--- config.mk ---
export PLATFORM = sky130hd
export DESIGN_NAME = fpu_mem_ctrl
export DESIGN_NICKNAME = d
export VERILOG_FILES = /design/src/rtl/fpu_mem_ctrl.sv
export SDC_FILE = /design/constraint.sdc
export NUM_CORES = 1
export LEC_CHECK = 0
export CAP_MARGIN = 20
export CORE_MARGIN = 5
export CORE_UTILIZATION = 38
export DETAILED_ROUTE_END_ITERATION = 16
export GPL_TIMING_DRIVEN = 0
export PLACE_DENSITY = 0.8
export SYNTH_ARGS = -nofsm -noshare
export SYNTH_HDL_FRONTEND = slang
export SYNTH_SLANG_ARGS = --single-unit
--- constraint.sdc ---
create_clock -name CLK -period 3.27 [get_ports CLK]
set_input_delay 0.327 -clock CLK [delete_from_list [all_inputs] [get_ports CLK]]
set_output_delay 0.327 -clock CLK [all_outputs]
set_load 0.05 [all_outputs]
--- src/rtl/fpu_mem_ctrl.sv ---
// FPU load/store sequencer between the FPU memory stage and the core data-memory port.
// Optional misaligned-address trap: define FPU_MISALIGN_CHECK_EN.
module fpu_mem_ctrl #(
    parameter  int TIMEOUT = 255,
    localparam int CNT_W   = $clog2(TIMEOUT + 1)
) (
    input  logic        CLK,
    input  logic        RST,
    input  logic        req_valid,
    input  logic        req_load,
    input  logic        req_store,
    input  logic [31:0] req_addr,
    input  logic [31:0] req_wdata,
    input  logic [4:0]  req_rd,
    output logic        busy,
    output logic        exception,
    output logic [31:0] exc_addr,
    output logic [31:0] mem_addr,
    output logic        mem_ren,
    output logic        mem_wen,
    output logic [31:0] mem_store,
    input  logic [31:0] mem_load,
    input  logic        mem_busy,
    output logic        reg_w,
    output logic [4:0]  reg_rd,
    output logic [31:0] reg_wdata
);

    typedef enum logic [1:0] {IDLE, REQ, WB, ERR} state_t;

    state_t             state, state_nx;
    logic [31:0]        addr_q, wdata_q, ldata_q;
    logic [4:0]         rd_q;
    logic               ld_q;
    logic [CNT_W-1:0]   cnt;
    logic               accept;
    logic               misal;

    // RST gates acceptance so busy is 0 while reset is held.
    assign accept = (state == IDLE) && !RST && req_valid && (req_load ^ req_store);

`ifdef FPU_MISALIGN_CHECK_EN
    assign misal = accept && (req_addr[1:0] != 2'b00);
`else
    assign misal = 1'b0;
`endif

    always_ff @(posedge CLK or posedge RST) begin
        if (RST) begin
            state   <= IDLE;
            addr_q  <= '0;
            wdata_q <= '0;
            ldata_q <= '0;
            rd_q    <= '0;
            ld_q    <= 1'b0;
            cnt     <= '0;
        end else begin
            state <= state_nx;
            if (accept) begin
                addr_q  <= req_addr;
                wdata_q <= req_wdata;
                rd_q    <= req_rd;
                ld_q    <= req_load;
                cnt     <= '0;
            end
            if (state == REQ) begin
                if (mem_busy)
                    cnt <= cnt + CNT_W'(1);
                else if (ld_q)
                    ldata_q <= mem_load;
            end
        end
    end

    always_comb begin
        state_nx  = state;
        busy      = 1'b0;
        exception = 1'b0;
        exc_addr  = '0;
        mem_addr  = '0;
        mem_ren   = 1'b0;
        mem_wen   = 1'b0;
        mem_store = '0;
        reg_w     = 1'b0;
        reg_rd    = '0;
        reg_wdata = '0;
        case (state)
            IDLE: begin
                busy = accept;
                if (accept)
                    state_nx = misal ? ERR : REQ;
            end
            REQ: begin
                busy      = 1'b1;
                mem_addr  = addr_q;
                mem_store = wdata_q;
                mem_ren   = ld_q;
                mem_wen   = !ld_q;
                // Completion is checked first so a drop on the last allowed cycle wins.
                if (!mem_busy) begin
                    if (ld_q) begin
                        state_nx = WB;
                    end else begin
                        state_nx = IDLE;
                        busy     = 1'b0;
                    end
                end else if (cnt == CNT_W'(TIMEOUT - 1)) begin
                    state_nx = ERR;
                end
            end
            WB: begin
                reg_w     = 1'b1;
                reg_rd    = rd_q;
                reg_wdata = ldata_q;
                state_nx  = IDLE;
            end
            ERR: begin
                exception = 1'b1;
                exc_addr  = addr_q;
                state_nx  = IDLE;
            end
            default: state_nx = IDLE;
        endcase
    end

endmodule

==> results of run 1 <==
==> placed cells by master (no fill, tap or decap), types with 2 or more instances in the layout <==
| cell | count |
|---|---|
| a21oi_1 | 3 |
| and2_1 | 103 |
| and3_1 | 33 |
| buf_12 | 2 |
| buf_2 | 9 |
| buf_6 | 4 |
| bufinv_16 | 2 |
| clkbuf_1 | 16 |
| clkbuf_16 | 9 |
| clkdlybuf4s50_1 | 224 |
| clkinv_2 | 2 |
| clkinvlp_4 | 2 |
| dfrtp_1 | 112 |
| dlymetal6s2s_1 | 19 |
| ha_1 | 2 |
| mux2_2 | 90 |
| mux2_4 | 11 |
| nand2_1 | 7 |
| nand2b_1 | 3 |
| nand3_1 | 6 |
| nand4_1 | 5 |
| nor2_1 | 3 |
| nor2b_1 | 2 |
| o21ai_0 | 6 |
| xor2_1 | 2 |
==> layout make-up <==
type                    instances  area [sq um]
flip-flops and latches        112          2800
plain buffers                  30           155
clock buffers                   9           225
inverters                       2          11.3
clock inverters                 7          95.1
repair buffers                246          2530
fillers                      1107          5410
well taps                     180           225
multi-input cells             283          2320
==> cell families (layout without fill, tap and decap cells) <==
group / count (synthesis) / count (layout) / synth area share
xor gates and xnor gates: 2 / 2 / 0.00332
buffers and inverters: 32 / 294 / 0.0305
adders and majority gates: 2 / 2 / 0.00474
and+or+nand+nor: 165 / 165 / 0.193
DFF: 112 / 112 / 0.530
muxes: 102 / 102 / 0.225
AOI/OAI and AO/OA: 12 / 12 / 0.0130
==> registers in the layout, indices dropped and copies added, names as in the netlist <==
| signal | count |
|---|---|
| addr_q | 32 |
| cnt | 8 |
| ld_q | 1 |
| ldata_q | 32 |
| rd_q | 5 |
| state | 2 |
| wdata_q | 32 |
==> power groups by stage <==
stage / clock (W) / combinational, W / sequential, W
after floorplan: 0 / 0.00113 / 0.00206
after global placement: 0 / 0.00158 / 0.00213
after detailed placement: 0 / 0.00163 / 0.00217
after CTS: 0.00123 / 0.00164 / 0.00215
after global routing: 0.00128 / 0.00174 / 0.00221
final: 0.00119 / 0.00162 / 0.00215
==> how the worst min path moves through the flow <==
stage	depth (start not counted)	endpoint	start	slack, ns
2_1_floorplan	1	ld_q$_DFFE_PP0P_	req_store	0.41
3_3_place_gp	1	cnt[7]$_DFF_PP0_	cnt[7]$_DFF_PP0_	0.46
3_5_place_dp	1	wdata_q[5]$_DFFE_PP0P_	wdata_q[5]$_DFFE_PP0P_	0.48
4_1_cts	1	wdata_q[8]$_DFFE_PP0P_	wdata_q[8]$_DFFE_PP0P_	0.50
5_1_grt	1	wdata_q[20]$_DFFE_PP0P_	wdata_q[20]$_DFFE_PP0P_	0.52
6_report	1	ldata_q[12]$_DFFE_PP0P_	ldata_q[12]$_DFFE_PP0P_	0.50
==> critical path, cell delays in order (launching register included) <==
cell,delay [ns]
dfrtp_1,0.38
buf_2,0.22
nor4b_4,0.39
nand2_2,0.20
buf_6,0.21
buf_6,0.15
nand2_1,0.06
clkdlybuf4s50_1,0.81
==> synth_stat cells (2+ instances only) <==
master | number | share of area
inv_1 | 2 | 0.0014
xor2_1 | 2 | 0.0033
o21ai_0 | 6 | 0.0057
nand4_1 | 5 | 0.0059
a21oi_1 | 3 | 0.0028
buf_2 | 9 | 0.0085
and2_1 | 103 | 0.12
mux2_4 | 11 | 0.031
nand2_1 | 7 | 0.0050
ha_1 | 2 | 0.0047
dfrtp_1 | 112 | 0.53
and3_1 | 33 | 0.039
nand2b_1 | 3 | 0.0036
buf_6 | 4 | 0.0085
nor2b_1 | 2 | 0.0024
clkbuf_1 | 17 | 0.012
nor2_1 | 3 | 0.0021
nand3_1 | 6 | 0.0057
mux2_2 | 90 | 0.19
==> per-layer routing <==
layer / share of wire / global-route usage / vias to the layer above
met1: 0.37 / 0.206 / 2034
li1: - / - / 1954
met2: 0.49 / 0.319 / 171
met4: 0.018 / 0.0655 / 0
met5: 0 / 0 / -
met3: 0.12 / 0.0946 / 15
==> through the flow <==
step	std cells	power (W)	area, sq um	setup WS (ns)	utilization
2_1_floorplan	427	0.00319	5290	1.18	-
3_3_place_gp	851	0.00372	7960	0.311	0.578
3_5_place_dp	853	0.00381	8000	0.290	0.580
4_1_cts	869	0.00501	8320	0.00232	0.604
5_1_grt	869	0.00522	8360	0.0354	0.607
6_report	869	0.00496	8360	0.169	0.607
==> results.sh, run 1 <==
export IMPL_combinationalPowerShare=0.327
export IMPL_pwr_share_clk=0.241
export IMPL_cp_required_ns=2.94
export IMPL_worst_ep_arrival_time_ns=2.77
export IMPL_setup_tns_final_ns=0
export IMPL_drc=0
export IMPL_cts_clk_slew_worst_paths_ns=0.08
export IMPL_clock_latency_ns=0.35
export IMPL_hp_class="reg2reg"
export IMPL_synthArstFlopShare=1.00
export IMPL_core_area_sq_mm=0.0138
export IMPL_initial_core_util=0.384
export IMPL_fin_crit_sh=0.948
export IMPL_endpoint="busy"
export IMPL_rsz0062_at_grt="no"
export IMPL_worst_clock_skew_ns=0.00703
export IMPL_synth_ff_type="dfrtp_1"
export IMPL_maxCapViolations=0
export IMPL_syn_area_per_cell_sq_um=12.4
export IMPL_setup_violations=0
export IMPL_max_freq_ghz=0.322
export IMPL_endpoint_kind="output port"
export IMPL_seqPwrFrac=0.433
export IMPL_wl_mm=15.9
export IMPL_grt_pass1_wl_mm=24.2
export IMPL_htree_num_levels=3
export IMPL_tightestPinTransition_ns=0.850
export IMPL_drive_gt1_frac=0.197
export IMPL_final_hold_violation_count=0
export IMPL_cts_made_buffers=9
export IMPL_slew_headroom=0.432
export IMPL_power_density_mw_per_mm2=593
export IMPL_grt_overflow=0
export IMPL_vias=4174
export IMPL_dr_pass1_iters=4
export IMPL_timing_rr_start="state[1]$_DFFE_PP0P_"
export IMPL_r2r_slack_ns=1.11
export IMPL_drt_iter0_drc=121
export IMPL_yosysSeqAreaShare=0.530
export IMPL_cts_tree="done"
export IMPL_layout_min_cycle_time_ns=3.10
export IMPL_cts_root_buf="clkbuf_16"
export IMPL_gr_usage_all_layers=0.189
export IMPL_crit_start="state[1]$_DFFE_PP0P_"
export IMPL_cts_buffer_depth=2
export IMPL_drtAntennaViolNets=0
export IMPL_gp_congestion=0.819
export IMPL_nets=793
export IMPL_finalMaxSlewViolations=0
export IMPL_r2r_end="ldata_q[6]$_DFFE_PP0P_"
export IMPL_leakage_nw=3.93
export IMPL_p_int_w=0.00335
export IMPL_via_per_inst=4.80
export IMPL_post_cts_buffers=0
export IMPL_path_class="reg2out"
export IMPL_syn_area_sq_mm=0.00528
export IMPL_io_buffer_count=244
export IMPL_grt_pass1_vias=4577
export IMPL_antennaDiodeCount=0
export IMPL_row_count=43
export IMPL_critPathMaxFanout=10
export IMPL_ys_warn_count=0
export IMPL_ios=245
export IMPL_dpl_hpwl_mm=12.3
export IMPL_cts_num_sinks=112
export IMPL_fp_dieW_um=128
export IMPL_die_y_um=128
export IMPL_antenna_found_initial=0
export IMPL_run_status="finished clean"
export IMPL_syn_inst=427
export IMPL_r2r_cells=5
export IMPL_holdBufCountCts=0
export IMPL_cts_repair_resized=2
export IMPL_ys_types=26
export IMPL_synth_seq_cells=112
export IMPL_synthToLayoutAreaGrowth_pct=58.3
export IMPL_vdd_ir_drop_worst_uv=329
export IMPL_synth_nets=536
export IMPL_grt_max_degree=41
export IMPL_detail_route_wl_per_cell_um=18.3
export IMPL_hold_slack_ns=0.500
export IMPL_switchingPower_w=0.00161
export IMPL_die_area_sq_mm=0.0164
export IMPL_switching_share=0.325
export IMPL_critPathLaunchType="flop"
export IMPL_synth_edf_count=0
Power figures use the tool's default switching activity.
==> run 2: changes to the inputs <==
Settings changed: CORE_UTILIZATION 38 to 57, DONT_BUFFER_PORTS set to 1, PLACE_DENSITY 0.8 to 0.77.
==> run 2 against run 1 <==
  * Sequential share of layout area is 16 points higher
  * Combinational power is 22% lower
  * Critical endpoint is now reg_rd[3]
  * Highest routed layer unchanged
  * Routed wire length is 22% lower
  * Worst setup slack better by 0.26 ns
  * Clock skew is 0.0027 ns higher
  * Non-clock buffer count is 243 lower
  * Largest cell class unchanged
  * Core utilization is 1.0 points higher
  * Sequential cell count stayed put
==> results.sh, run 2 (synthesis gave the netlist of run 1 again) <==
export IMPL_critPathMaxStageDelay_ns=0.73
export IMPL_row_count=35
export IMPL_max_freq_ghz=0.352
export IMPL_design_area_sq_mm=0.00565
export IMPL_wl_mm=12.4
export IMPL_die_y_um=106
export IMPL_top_regs="addr_q x32, ldata_q x32, wdata_q x32"
export IMPL_drt_iter0_drc=121
export IMPL_combinationalPowerShare=0.303
export IMPL_vias=3272
export IMPL_crit_slowest_cell="clkbuf_1"
export IMPL_critPathLaunchType="flop"
export IMPL_dpl_hpwl_mm=9.47
export IMPL_slew_headroom=0.366
export IMPL_seq_area_sq_mm=0.00280
export IMPL_nets=550
export IMPL_initial_core_util=0.577
export IMPL_drtAntennaViolNets=0
export IMPL_layout_commonest_cell="dfrtp_1"
export IMPL_post_dp_cell_area_sq_mm=0.00547
export IMPL_grt_pass1_vias=3599
export IMPL_final_hold_violation_count=0
export IMPL_vdd_ir_drop_worst_uv=340
export IMPL_p_int_w=0.00266
export IMPL_drc=0
export IMPL_seqPwrFrac=0.517
export IMPL_critPathMaxFanout=10
export IMPL_drive_gt1_frac=0.298
export IMPL_cts_tree="done"
export IMPL_pwr_share_clk=0.180
export IMPL_antennaDiodeCount=0
export IMPL_setup_tns_final_ns=0
export IMPL_path_delay_family="buffers and inverters"
export IMPL_layout_common_cells="112 x dfrtp_1, 103 x and2_1, 90 x mux2_2, 33 x and3_1, 19 x clkbuf_1"
export IMPL_die_area_sq_mm=0.0113
export IMPL_cts_buffer_depth=2
export IMPL_ios=245
export IMPL_nFillCells=722
export IMPL_io_buffer_count=0
export IMPL_switching_share=0.357
export IMPL_multi_input_area_sq_mm=0.00232
export IMPL_grt_overflow=0
export IMPL_critPathBufInv=2
export IMPL_fin_crit_sh=0.870
export IMPL_setup_slack_ns=0.426
export IMPL_power_density_mw_per_mm2=733
export IMPL_dr_pass1_iters=4
export IMPL_switchingPower_w=0.00148
export IMPL_worst_ep_arrival_time_ns=2.52
export IMPL_hp_class="in2reg"
export IMPL_worst_clock_skew_ns=0.00974
export IMPL_core_area_sq_mm=0.00915
export IMPL_leakage_nw=2.61
export IMPL_htree_num_levels=3
export IMPL_detail_route_wl_per_cell_um=22.2
export IMPL_hold_slack_ns=0.0510
export IMPL_via_per_inst=5.87
export IMPL_synthToLayoutAreaGrowth_pct=6.96
export IMPL_cts_made_buffers=9
export IMPL_cts_num_sinks=112
export IMPL_endpoint_kind="output port"
export IMPL_rsz0062_at_grt="no"
export IMPL_finalMaxSlewViolations=0
export IMPL_crit_chain="buf_2 -> nor2b_1 -> clkbuf_1 -> and2_1"
export IMPL_power_w=0.00414
export IMPL_cts_root_buf="clkbuf_8"
export IMPL_clock_latency_ns=0.35
export IMPL_dp_slack_ns=0.784
export IMPL_maxCapViolations=0
export IMPL_cp_required_ns=2.94
export IMPL_gp_congestion=0.797
export IMPL_layout_min_cycle_time_ns=2.84
export IMPL_cts_clk_slew_worst_paths_ns=0.10
export IMPL_antenna_found_initial=0
export IMPL_fp_dieW_um=106
export IMPL_grt_max_degree=45
export IMPL_run_status="finished clean"
export IMPL_setup_violations=0
export IMPL_tightestPinTransition_ns=0.951
export IMPL_path_class="reg2out"
export IMPL_grt_pass1_wl_mm=19.7
export IMPL_gr_usage_all_layers=0.221
[run 2: cell types whose count changed in the layout (fill, tap and decap cells not counted), sizes merged, moves of 2 or more]
cell,change
clkbuf,+3
clkinvlp,+3
clkdlybuf4s50,-224
clkinv,-3
dlymetal6s2s,-19
bufinv,-2
[run 2: final cells by class]
cell class,count,area share
multi-input combinational,283,0.410
sequential,112,0.496
inverter,2,0.00199
timing repair buffer,3,0.00886
buffer,30,0.0272
clock inverter,4,0.00531
clock buffer,12,0.0257
tap,111,0.0246
[run 2: power groups by stage]
| stage | logic, W | registers (W) | clock network, W |
|---|---|---|---|
| after floorplan | 0.00113 | 0.00206 | 0 |
| after global placement | 0.00122 | 0.00213 | 0 |
| after detailed placement | 0.00127 | 0.00217 | 0 |
| after CTS | 0.00127 | 0.00214 | 0.000766 |
| after global routing | 0.00135 | 0.00222 | 0.000821 |
| final | 0.00126 | 0.00214 | 0.000746 |
[run 2: what timing repair did]
action / in CTS / in global routing
buffers inserted: 0 / 0
resized for setup: 0 / 0
hold endpoints to repair: 30 / 0
hold buffers: 1 / 0
endpoints found under the setup margin: 0 / 0
[run 2: per-layer routing]
layer	GRT usage	routed length (um)
met4	0.0620	161
met5	0	0
met3	0.0826	1180
met2	0.379	6350
met1	0.259	4710
[run 2: worst paths after layout]
check,slack [ns],end,cells past startpoint,from
worst min register to register,0.50,cnt[7]$_DFF_PP0_,1,cnt[7]$_DFF_PP0_
worst max register to register,1.16,ldata_q[0]$_DFFE_PP0P_,5,state[1]$_DFFE_PP0P_
worst min-delay path,0.05,ld_q$_DFFE_PP0P_,1,req_store
worst max-delay path,0.43,reg_rd[3],4,state[1]$_DFFE_PP0P_
max in group asynchronous,2.04,ldata_q[5]$_DFFE_PP0P_,3,RST
min in group asynchronous,0.57,wdata_q[14]$_DFFE_PP0P_,2,RST
[run 2: stage by stage]
stage               instances   util
floorplan                 427      -
finish                    557  0.617
CTS                       557  0.617
global placement          538  0.593
detailed placement        540  0.597
global route              557  0.617
